[src/rtl/pic_ack_sequencer_pkg.sv]
// Shared types and helpers for the PIC acknowledge/priority logic.
package pic_pkg;

   // Acknowledge sequence states: waiting, INT raised, between INTA pulses.
   typedef enum logic [1:0] {
      IDLE = 2'd0,
      REQ  = 2'd1,
      ACK1 = 2'd2
   } pic_ack_state_t;

   typedef logic [2:0] pic_level_t;

   // Level reported when the request vanished before the first INTA.
   localparam pic_level_t PIC_SPURIOUS_LEVEL = 3'd7;

   // Reset value of the lowest-priority pointer: IR0 ranks highest.
   localparam pic_level_t PIC_RESET_LOWEST = 3'd7;

   // Rank of a level under the current rotation; 0 is the highest priority.
   function automatic pic_level_t pic_rank(input pic_level_t level,
                                           input pic_level_t lowest_prio);
      return level - lowest_prio - 3'd1;
   endfunction

endpackage

[src/rtl/pic_ack_sequencer_if.sv]
// Bus between the CPU-side interface/request registers and the sequencer.
// The master side supplies requests, strobes and commands; the slave side
// is the sequencer, which returns INT, ISR, IRR clears and the vector.
interface pic_ack_sequencer_if #(
   parameter int VECTOR_BASE_W = 5
);
   logic [7:0]               irr;
   logic [7:0]               imr;
   logic                     inta;
   logic                     eoi_cmd;
   logic                     eoi_specific;
   logic [2:0]               eoi_level;
   logic                     rotate_on_eoi;
   logic                     auto_eoi;
   logic [VECTOR_BASE_W-1:0] vector_base;
   logic                     int_out;
   logic [7:0]               isr;
   logic [7:0]               clear_irr;
   logic [VECTOR_BASE_W+2:0] data_out;
   logic                     data_valid;

   modport master (
      output irr, imr, inta, eoi_cmd, eoi_specific, eoi_level,
             rotate_on_eoi, auto_eoi, vector_base,
      input  int_out, isr, clear_irr, data_out, data_valid
   );

   modport slave (
      input  irr, imr, inta, eoi_cmd, eoi_specific, eoi_level,
             rotate_on_eoi, auto_eoi, vector_base,
      output int_out, isr, clear_irr, data_out, data_valid
   );
endinterface

[src/rtl/pic_ack_sequencer_resolver.sv]
// Combinational priority resolver: finds the best-ranked set bit of an
// 8-bit vector under a rotatable priority order.
import pic_pkg::*;

module pic_priority_resolver (
   input  logic [7:0] vec_i,
   input  pic_level_t lowest_prio_i,
   output logic       any_o,
   output pic_level_t level_o,
   output pic_level_t rank_o
);

   // Scan all levels and keep the set bit with the smallest rank.
   always_comb begin
      any_o   = 1'b0;
      level_o = '0;
      rank_o  = '1;
      for (int i = 0; i < 8; i++) begin
         if (vec_i[i] &&
             (!any_o || (pic_rank(pic_level_t'(i), lowest_prio_i) < rank_o))) begin
            any_o   = 1'b1;
            level_o = pic_level_t'(i);
            rank_o  = pic_rank(pic_level_t'(i), lowest_prio_i);
         end
      end
   end

endmodule

[src/rtl/pic_ack_sequencer.sv]
// Interrupt acknowledge and priority controller: raises INT for the best
// unmasked request that outranks the in-service set, runs the two-pulse
// INTA sequence, owns the ISR and applies EOI commands with rotation.
import pic_pkg::*;

module pic_ack_sequencer #(
   parameter int VECTOR_BASE_W = 5
) (
   input logic                clock,
   input logic                reset,
   pic_ack_sequencer_if.slave bus
);

   pic_ack_state_t           state_q, state_d;
   pic_level_t               lowest_q, lowest_d;
   pic_level_t               level_q, level_d;
   logic                     spur_q, spur_d;
   logic [7:0]               isr_q, isr_d;
   logic [7:0]               clear_irr_q, clear_irr_d;
   logic [VECTOR_BASE_W+2:0] data_out_q, data_out_d;
   logic                     data_valid_q, data_valid_d;
   logic                     int_out_q, int_out_d;

   logic [7:0] cand;
   logic       cand_any, isr_any;
   pic_level_t cand_level, cand_rank, isr_level, isr_rank;
   logic       req_valid;
   pic_level_t eoi_tgt;
   logic       eoi_hit;

   assign cand = bus.irr & ~bus.imr;

   pic_priority_resolver u_cand (
      .vec_i         (cand),
      .lowest_prio_i (lowest_q),
      .any_o         (cand_any),
      .level_o       (cand_level),
      .rank_o        (cand_rank)
   );

   pic_priority_resolver u_isr (
      .vec_i         (isr_q),
      .lowest_prio_i (lowest_q),
      .any_o         (isr_any),
      .level_o       (isr_level),
      .rank_o        (isr_rank)
   );

   // A candidate must strictly outrank everything in service (nesting).
   assign req_valid = cand_any && (!isr_any || (cand_rank < isr_rank));

   // State and registered outputs; reset aborts any sequence in flight.
   always_ff @(posedge clock or posedge reset) begin
      if (reset) begin
         state_q      <= IDLE;
         lowest_q     <= PIC_RESET_LOWEST;
         level_q      <= '0;
         spur_q       <= 1'b0;
         isr_q        <= '0;
         clear_irr_q  <= '0;
         data_out_q   <= '0;
         data_valid_q <= 1'b0;
         int_out_q    <= 1'b0;
      end else begin
         state_q      <= state_d;
         lowest_q     <= lowest_d;
         level_q      <= level_d;
         spur_q       <= spur_d;
         isr_q        <= isr_d;
         clear_irr_q  <= clear_irr_d;
         data_out_q   <= data_out_d;
         data_valid_q <= data_valid_d;
         int_out_q    <= int_out_d;
      end
   end

   // Next state: INTA is only meaningful once INT has been raised.
   always_comb begin
      state_d = state_q;
      case (state_q)
         IDLE:    if (req_valid) state_d = REQ;
         REQ:     if (bus.inta)  state_d = ACK1;
         ACK1:    if (bus.inta)  state_d = IDLE;
         default: state_d = IDLE;
      endcase
   end

   // Output/datapath next values. EOI acts on the pre-INTA ISR first, so
   // a set from the first INTA on the same bit overrides the clear.
   always_comb begin
      lowest_d     = lowest_q;
      level_d      = level_q;
      spur_d       = spur_q;
      isr_d        = isr_q;
      clear_irr_d  = '0;
      data_out_d   = data_out_q;
      data_valid_d = 1'b0;
      int_out_d    = (state_q == REQ) && !bus.inta;
      eoi_tgt      = isr_level;
      eoi_hit      = 1'b0;

      if (bus.eoi_cmd) begin
         if (bus.eoi_specific) begin
            eoi_tgt = bus.eoi_level;
            eoi_hit = isr_q[bus.eoi_level];
         end else begin
            eoi_tgt = isr_level;
            eoi_hit = isr_any;
         end
         if (eoi_hit) begin
            isr_d[eoi_tgt] = 1'b0;
            if (bus.rotate_on_eoi) lowest_d = eoi_tgt;
         end
      end

      if ((state_q == REQ) && bus.inta) begin
         if (req_valid) begin
            level_d                 = cand_level;
            spur_d                  = 1'b0;
            isr_d[cand_level]       = 1'b1;
            clear_irr_d[cand_level] = 1'b1;
         end else begin
            level_d = PIC_SPURIOUS_LEVEL;
            spur_d  = 1'b1;
         end
      end

      if ((state_q == ACK1) && bus.inta) begin
         data_out_d   = {bus.vector_base, level_q};
         data_valid_d = 1'b1;
         if (bus.auto_eoi && !spur_q) begin
            isr_d[level_q] = 1'b0;
            if (bus.rotate_on_eoi) lowest_d = level_q;
         end
      end
   end

   assign bus.int_out    = int_out_q;
   assign bus.isr        = isr_q;
   assign bus.clear_irr  = clear_irr_q;
   assign bus.data_out   = data_out_q;
   assign bus.data_valid = data_valid_q;

endmodule

[src/flat_wrapper.sv]
// flat-port wrapper written by rule: the top's interface ports become plain ports
module pic_ack_sequencer_flat 
#(
   parameter int VECTOR_BASE_W = 5
)
  (clock, reset, bus_irr, bus_imr, bus_inta, bus_eoi_cmd, bus_eoi_specific, bus_eoi_level, bus_rotate_on_eoi, bus_auto_eoi, bus_vector_base, bus_int_out, bus_isr, bus_clear_irr, bus_data_out, bus_data_valid);
  pic_ack_sequencer_if #(.VECTOR_BASE_W(VECTOR_BASE_W)) bus_i ();
  input logic clock;
  input logic reset;
  input wire logic [$bits(bus_i.irr)-1:0] bus_irr;
  input wire logic [$bits(bus_i.imr)-1:0] bus_imr;
  input wire logic [$bits(bus_i.inta)-1:0] bus_inta;
  input wire logic [$bits(bus_i.eoi_cmd)-1:0] bus_eoi_cmd;
  input wire logic [$bits(bus_i.eoi_specific)-1:0] bus_eoi_specific;
  input wire logic [$bits(bus_i.eoi_level)-1:0] bus_eoi_level;
  input wire logic [$bits(bus_i.rotate_on_eoi)-1:0] bus_rotate_on_eoi;
  input wire logic [$bits(bus_i.auto_eoi)-1:0] bus_auto_eoi;
  input wire logic [$bits(bus_i.vector_base)-1:0] bus_vector_base;
  output wire logic [$bits(bus_i.int_out)-1:0] bus_int_out;
  output wire logic [$bits(bus_i.isr)-1:0] bus_isr;
  output wire logic [$bits(bus_i.clear_irr)-1:0] bus_clear_irr;
  output wire logic [$bits(bus_i.data_out)-1:0] bus_data_out;
  output wire logic [$bits(bus_i.data_valid)-1:0] bus_data_valid;
  assign bus_i.irr = bus_irr;
  assign bus_i.imr = bus_imr;
  assign bus_i.inta = bus_inta;
  assign bus_i.eoi_cmd = bus_eoi_cmd;
  assign bus_i.eoi_specific = bus_eoi_specific;
  assign bus_i.eoi_level = bus_eoi_level;
  assign bus_i.rotate_on_eoi = bus_rotate_on_eoi;
  assign bus_i.auto_eoi = bus_auto_eoi;
  assign bus_i.vector_base = bus_vector_base;
  assign bus_int_out = bus_i.int_out;
  assign bus_isr = bus_i.isr;
  assign bus_clear_irr = bus_i.clear_irr;
  assign bus_data_out = bus_i.data_out;
  assign bus_data_valid = bus_i.data_valid;
  pic_ack_sequencer #(.VECTOR_BASE_W(VECTOR_BASE_W)) u_core (.clock(clock), .reset(reset), .bus(bus_i));
endmodule
[config.mk]
export PLATFORM = sky130hd
export DESIGN_NAME = pic_ack_sequencer_flat
export DESIGN_NICKNAME = d
export VERILOG_FILES = /design/src/rtl/pic_ack_sequencer_pkg.sv /design/src/rtl/pic_ack_sequencer_if.sv /design/src/rtl/pic_ack_sequencer_resolver.sv /design/src/rtl/pic_ack_sequencer.sv /design/src/flat_wrapper.sv
export SDC_FILE = /design/constraint.sdc
export NUM_CORES = 1
export LEC_CHECK = 0
export CORE_MARGIN = 3
export CORE_UTILIZATION = 45
export DETAILED_ROUTE_END_ITERATION = 8
export DONT_BUFFER_PORTS = 1
export GPL_TIMING_DRIVEN = 0
export SETUP_SLACK_MARGIN = 0.3
export SLEW_MARGIN = 10
export SYNTH_ARGS = -nofsm -noshare
export SYNTH_HDL_FRONTEND = slang
export SYNTH_SLANG_ARGS = --single-unit
export TNS_END_PERCENT = 20
[constraint.sdc]
create_clock -name clock -period 18.1 [get_ports clock]
set_input_delay 3.62 -clock clock [delete_from_list [all_inputs] [get_ports clock]]
set_output_delay 3.62 -clock clock [all_outputs]
set_load 0.03 [all_outputs]
==> metrics, run 1 <==
grt ovf 0; worst hold-check path type reg -> reg; ys flop type dfrtp_1; # IOs 57; met2 wire length 4680 µm; CP max stage cell o21ai_0; Max clock buf depth 2; # fillers 802; Resize count post-CTS 0; crit path kind in -> reg; Synth Register Bits 35; WL final 11000 µm; Multi-input gate area 2740 µm²; P&R area growth vs syn 6.51%; Num CTS Buffers 5; Die W 97.5 µm; simple-gate share of the synthesized area 25.7%; slew margin rel. 54.0%; initial core utilization 47.6%; Fin. Hold Viols 0; CP Data Required Time 18.26 ns; clk root buf clkbuf_8; complex-gate fraction of the synthesized area 29.5%; via/cell ratio 6.29; Final setup violation count 0; Worst-path clk slew 0.07 ns; Worst path max stage delay 0.61 ns; clk sinks 35; largest family of logic cells by synthesized area compound AO/OA/AOI/OAI gates; Ys Warns 0; Max Cap Violations 0; Die ar. 9510 µm²; r2r startpoint u_core.lowest_q[1]$_DFF_PP1_; highest metal used met4; clk_lat worst skew 0.28 ns; # port buffers 0; Detailed Routing Iterations Pass 1 5; Layout Skew 0.00562 ns; # hold bufs at CTS 0; Worst Hold Launch u_core.spur_q$_DFFE_PP0P_; Residual DRC 0; EDFF count, synth 0; setup_tns 0 ns; synth unique cells 73; global-route wire length before repair 18100 µm; share of cells above drive strength 1 10.3%; RSZ-0062 raised after global routing no; antenna-violating nets left 0; CTS tree built; die extent in y 97.5 µm; multiplexer share of the synthesized area 6.54%; GRT Total Usage 23.0%; vias in the first global route 3617; 1st-iter DRT viols 168; crit path from bus_irr[0]; via count 3646; H-tree Lvls 2; Setup Buffers After CTS 0; Critical Path End Type flip-flop; run status finished, final reports clean; Post-Synth Adder-Cell Area 10.3%; Final period util 87.7%; Worst-Margin Slew 0.688 ns; routability cong. 0.957; initial antenna violation count 0; num rows 32; Antenna diodes 0; Max Slew Vio Count 0; FF+latch area 880 µm²; Avg Inst Size Synth 8.02 µm²; CP dominant cell by count ha_1; post-DP HPWL 8630 µm; Synth Net Count 532; Arrival @ worst endpoint 16.04 ns; WL met3 756 µm; largest net degree at the start of global routing 36; Critical Path Fanout Max 10; CP Launch Type input pin; Fmax 63.0 MHz; minimum clock period 15.88 ns; sequential share of the synthesized area 23.3%; Routed wire per std cell 18.9 µm; XOR/XNOR share of the synthesized area 0.697%; Synth Instances 470; mapped cell area 3770 µm²; fin nets 539; met1 wire length 5290 µm; fraction of registers with async set/reset 100%; Core ar. 7930 µm²
-- cells by family (layout without fill, tap and decap cells) --
group	count (synthesis)	in the layout
flops	35	35
compound gates	157	157
fa+ha+maj	31	31
mux	21	21
simple gates	187	187
buf+inv	36	44
xor+xnor	3	3
-- registers in the layout, summed over array words and instances, names as in the netlist --
signal / count
u_core.lowest_q: 3
u_core.bus.data_out: 8
u_core.bus.data_valid: 1
u_core.bus.clear_irr: 8
u_core.bus.int_out: 1
u_core.level_q: 3
u_core.spur_q: 1
u_core.bus.isr: 8
u_core.state_q: 2
-- per-stage QoR --
step / hold slack (ns) / setup WS (ns) / utilization, % / area [µm²] / instances
global placement: 0.479 / 2.13 / 49.2 / 3900 / 572
floorplan: 0.465 / 3.55 / - / 3770 / 470
detailed placement: 0.480 / 2.05 / 49.2 / 3900 / 572
CTS: 0.498 / 2.32 / 50.6 / 4020 / 580
finish: 0.497 / 2.22 / 50.6 / 4020 / 580
global route: 0.523 / 1.48 / 50.6 / 4020 / 580
-- layout make-up --
cell class / instances / area share, %
Inverter: 18 / 1.68
Tap cell: 102 / 3.18
Buffer: 18 / 2.06
Sequential cell: 35 / 21.9
Clock buffer: 6 / 2.06
Clock inverter: 2 / 0.873
Multi-Input combinational cell: 399 / 68.2
-- final timing paths --
path	endpoint	slack, ns	depth (start not counted)
min in group asynchronous	u_core.bus.isr[1]$_DFF_PP0_	3.33	1
max in group asynchronous	u_core.bus.int_out$_DFF_PP0_	14.34	1
setup reg to reg	u_core.level_q[1]$_DFFE_PP0P_	4.07	56
hold / removal	u_core.spur_q$_DFFE_PP0P_	0.50	1
hold reg to reg	u_core.spur_q$_DFFE_PP0P_	0.50	1
setup / recovery	u_core.level_q[1]$_DFFE_PP0P_	2.22	55
-- synth_stat cells, drive strengths merged (3+ instances only) --
master / n / area [µm²]
a211oi: 6 / 50.1
a21o: 8 / 60.1
a21oi: 28 / 144
a31oi: 4 / 25.0
and2: 7 / 43.8
and3: 3 / 18.8
buf: 8 / 45.0
clkbuf: 10 / 37.5
dfrtp: 32 / 801
dfstp: 3 / 78.8
ha: 31 / 388
inv: 18 / 67.6
mux2: 9 / 101
mux2i: 10 / 100
nand2: 62 / 233
nand2b: 16 / 108
nand3: 15 / 75.1
nand3b: 3 / 22.5
nand4: 3 / 18.8
nor2: 30 / 113
nor2b: 11 / 68.8
nor3: 9 / 45.0
nor3b: 4 / 30.0
nor4: 3 / 25.0
o211a: 3 / 30.0
o211ai: 17 / 128
o21a: 15 / 113
o21ai: 32 / 160
o22a: 3 / 26.3
o22ai: 4 / 31.3
o31a: 4 / 35.0
o31ai: 6 / 45.0
or2: 8 / 50.1
or3: 4 / 30.0
or4: 3 / 22.5
-- worst max-delay path: cells and delay by family --
kind	cells	cell delay, ns
adders and majority gates	8	2.32
buffers and inverters	4	0.72
and+or+nand+nor	17	2.96
AOI/OAI and AO/OA	23	5.52
muxes	3	0.87
-- layout by cell type (no fill, tap or decap), types with 5 or more instances in the layout --
cell and count:
inv_1 17, mux2_2 7, nor3_1 9, and2_1 7, clkbuf_1 10, o211ai_1 17, ha_1 31, mux2i_1 10
o21a_1 15, or2_2 6, dfrtp_1 32, clkbuf_8 6, nand2_1 62, nand3_1 15, o21ai_1 5, a211oi_1 5
buf_2 6, nor2b_1 11, o21ai_0 27, o31ai_1 6, nor2_1 30, a21o_1 8, nand2b_1 15, a21oi_1 27
-- metal layers --
layer / vias up / track usage, %
met5: - / 0
met4: 0 / 6.39
met3: 18 / 4.81
met2: 141 / 34.2
met1: 1713 / 33.5
li1: 1774 / -
Power of run 1 is left out: the tool's default activity adds up to more than one toggle a clock period on the data nets, which glitch-free logic cannot reach.
==> run 2, diff against run 1 <==
- CAP_MARGIN: not set -> 20
- SYNTH_HIERARCHICAL: not set -> 1
==> run 2 against run 1 <==
  * Flip-flop and latch count is the same
  * Design area rose by 7.4%
  * First-iteration DRC count is 7.1% lower
  * Clock skew is 0.0013 ns lower
  * Via count increased by 3.9%
  * Synthesized area grew 8.1%
  * Sequential share of layout area shrank 1.5 points
  * Critical endpoint is now u_core/bus.isr[7]$_DFF_PP0_
  * Largest cell class unchanged
  * Highest routed layer unchanged
==> metrics, run 2 <==
post-DP HPWL 8400 µm (was 8630 µm); Resize count post-CTS 0 (unchanged); dpl cell area 4210 µm² (was 3900 µm²); Fin. Hold Viols 0 (unchanged); Routed wire per std cell 17.0 µm (was 18.9 µm); CP Data Required Time 18.30 ns (was 18.26 ns); CP Launch Type input pin (unchanged); Avg Inst Size Synth 8.04 µm² (was 8.02 µm²); clk_lat worst skew 0.28 ns (about the same); dpl cells 615 (was 572); 1st-iter DRT viols 156 (was 168); Die ar. 10200 µm² (was 9510 µm²); Synth Net Count 570 (was 532); WL final 10600 µm (was 11000 µm); Setup Buffers After CTS 0 (unchanged); run status finished, final reports clean (unchanged); Arrival @ worst endpoint 14.75 ns (was 16.04 ns); cell family with most CP delay compound AO/OA/AOI/OAI gates (unchanged); Fmax 68.7 MHz (was 63.0 MHz); Final setup violation count 0 (unchanged); Critical Path End Type flip-flop (unchanged); r2r endpoint u_core/bus.isr[7]$_DFF_PP0_ (was u_core.level_q[1]$_DFFE_PP0P_); CP max stage cell a21oi_1 (was o21ai_0); most frequent cells in the layout nand2_1 (56), inv_1 (44), nor2_1 (35) (was nand2_1 (62), dfrtp_1 (32), ha_1 (31)); final std cells w/o fill 623 (was 580); # port buffers 0 (unchanged); slew margin rel. 51.1% (was 54.0%); commonest non-fill, non-tap cell in the layout nand2_1 (unchanged); post-route cell area 4310 µm² (was 4020 µm²); Final period util 80.4% (was 87.7%); antenna-violating nets left 0 (unchanged); # fillers 862 (was 802); RSZ-0062 raised after global routing no (unchanged); minimum clock period 14.55 ns (was 15.88 ns); r2r startpoint u_core/lowest_q[1]$_DFF_PP1_ (was u_core.lowest_q[1]$_DFF_PP1_); Hold EP u_core/bus.int_out$_DFF_PP0_ (was u_core.spur_q$_DFFE_PP0P_); Critical Path Fanout Max 10 (unchanged); fraction of registers with async set/reset 100% (unchanged); via/cell ratio 6.08 (was 6.29); # IOs 57 (unchanged); WP buf/inv 3 (was 4); # hold bufs at CTS 0 (unchanged); Util after Layout 49.2% (was 50.6%); Layout Skew 0.00429 ns (was 0.00562 ns); crit path from bus_irr[0] (unchanged); leading post-synthesis cells by cell area dfrtp_1 (20%), ha_1 (9.8%), nand2_1 (5.2%), inv_1 (4.1%), a21oi_1 (3.9%) (was dfrtp_1 (21%), ha_1 (10%), nand2_1 (6.2%), a21oi_1 (3.6%), o21ai_0 (3.6%)); global-route wire length before repair 17300 µm (was 18100 µm); Synth Instances 507 (was 470); worst hold-check path type reg -> reg (unchanged); Max Slew Vio Count 0 (unchanged); largest net degree at the start of global routing 36 (unchanged); Num CTS Buffers 5 (unchanged); crit path kind in -> reg (unchanged); sequential share of the synthesized area 21.6% (was 23.3%); Synth Register Bits 35 (unchanged); Yosys top cell by area dfrtp_1 (unchanged); routability cong. 0.956 (was 0.957); Antenna diodes 0 (unchanged); EDFF count, synth 0 (unchanged); synth unique cells 93 (was 73); clk root buf clkbuf_8 (unchanged); Detailed Routing Iterations Pass 1 5 (unchanged); CTS tree built (unchanged); hold depth 1 (unchanged); Worst-Margin Slew 0.732 ns (was 0.688 ns); fin nets 577 (was 539); Synth top cells by count nand2_1 (56), inv_1 (45), nor2_1 (35) (was nand2_1 (62), dfrtp_1 (32), ha_1 (31)); num rows 34 (was 32); share of cells above drive strength 1 11.1% (was 10.3%); initial antenna violation count 0 (unchanged); Synth top area share 19.6% (was 21.2%); Core ar. 8760 µm² (was 7930 µm²); Worst-path clk slew 0.07 ns (about the same); via count 3789 (was 3646); ys flop type dfrtp_1 (unchanged); clk sinks 35 (unchanged); Worst Hold Launch u_core/state_q[1]$_DFFE_PP0P_ (was u_core.spur_q$_DFFE_PP0P_); R2R depth 50 (was 56); GRT Total Usage 20.7% (was 23.0%); reg-to-reg slack, setup 4.63 ns (was 4.07 ns); Ys Warns 6 (was 0); Residual DRC 0 (unchanged); most common cell in the netlist nand2_1 (unchanged); Die W 101 µm (was 97.5 µm); CP dominant cell by count ha_1 (unchanged); mapped cell area 4080 µm² (was 3770 µm²); Worst path max stage delay 0.55 ns (was 0.61 ns); initial core utilization 46.5% (was 47.6%); Max clock buf depth 2 (unchanged); P&R area growth vs syn 5.77% (was 6.51%); vias in the first global route 3507 (was 3617); H-tree Lvls 2 (unchanged); grt ovf 0 (unchanged); Max Cap Violations 0 (unchanged); die extent in y 101 µm (was 97.5 µm); setup_tns 0 ns (unchanged)
==> run 2: changes by cell type after synthesis, sizes merged, moves of 4 or more <==
cell / previous run / this run
a31oi: 4 / 9
o211ai: 17 / 12
o21a: 15 / 11
nand2: 62 / 56
or2: 8 / 3
o31ai: 6 / 11
nor2b: 11 / 15
nand2b: 16 / 6
a21oi: 28 / 34
inv: 18 / 45
nor2: 30 / 36
==> run 2: how the worst max path moves through the flow <==
stage | endpoint | slack, ns | cells past startpoint
2_1_floorplan | u_core/level_q[0]$_DFFE_PP0P_ | 4.74 | 51
3_3_place_gp | u_core/level_q[0]$_DFFE_PP0P_ | 3.50 | 50
3_5_place_dp | u_core/bus.isr[7]$_DFF_PP0_ | 3.34 | 50
4_1_cts | u_core/bus.isr[7]$_DFF_PP0_ | 3.62 | 50
5_1_grt | u_core/bus.isr[5]$_DFF_PP0_ | 2.55 | 50
6_report | u_core/bus.isr[7]$_DFF_PP0_ | 3.55 | 50
==> run 2: area by class of cell <==
type	count	area, µm²	share of cell area, %
clock buffer	8	100	2.32
multi-input combinational	408	2920	67.8
tap	108	135	3.13
sequential	35	880	20.4
buffer	17	97.6	2.26
inverter	47	176	4.09
==> run 2: cells by family (layout without fill, tap and decap cells) <==
logic type,Yosys count,after routing,synth area share (%)
mux,15,15,4.48
compound gates,165,165,31.6
xor+xnor,6,6,1.29
fa+ha+maj,34,34,10.3
buf+inv,64,72,6.72
simple gates,188,188,24.0
flops,35,35,21.6
==> run 2: metrics by stage <==
stage	hold slack, ns	setup WS, ns
after floorplan	0.470	4.74
after global placement	0.498	3.50
after detailed placement	0.508	3.34
after CTS	0.517	3.62
after global routing	0.554	2.55
final	0.513	3.55
==> run 2: routing by layer <==
layer,part of all wire (%),vias to the layer above,track usage (%)
li1,-,1889,-
met1,48,1751,30.4
met2,44,132,31.6
met3,7.0,17,2.96
met4,1.8,0,5.52
met5,0,-,0
Power of run 2 is left out for the same reason.
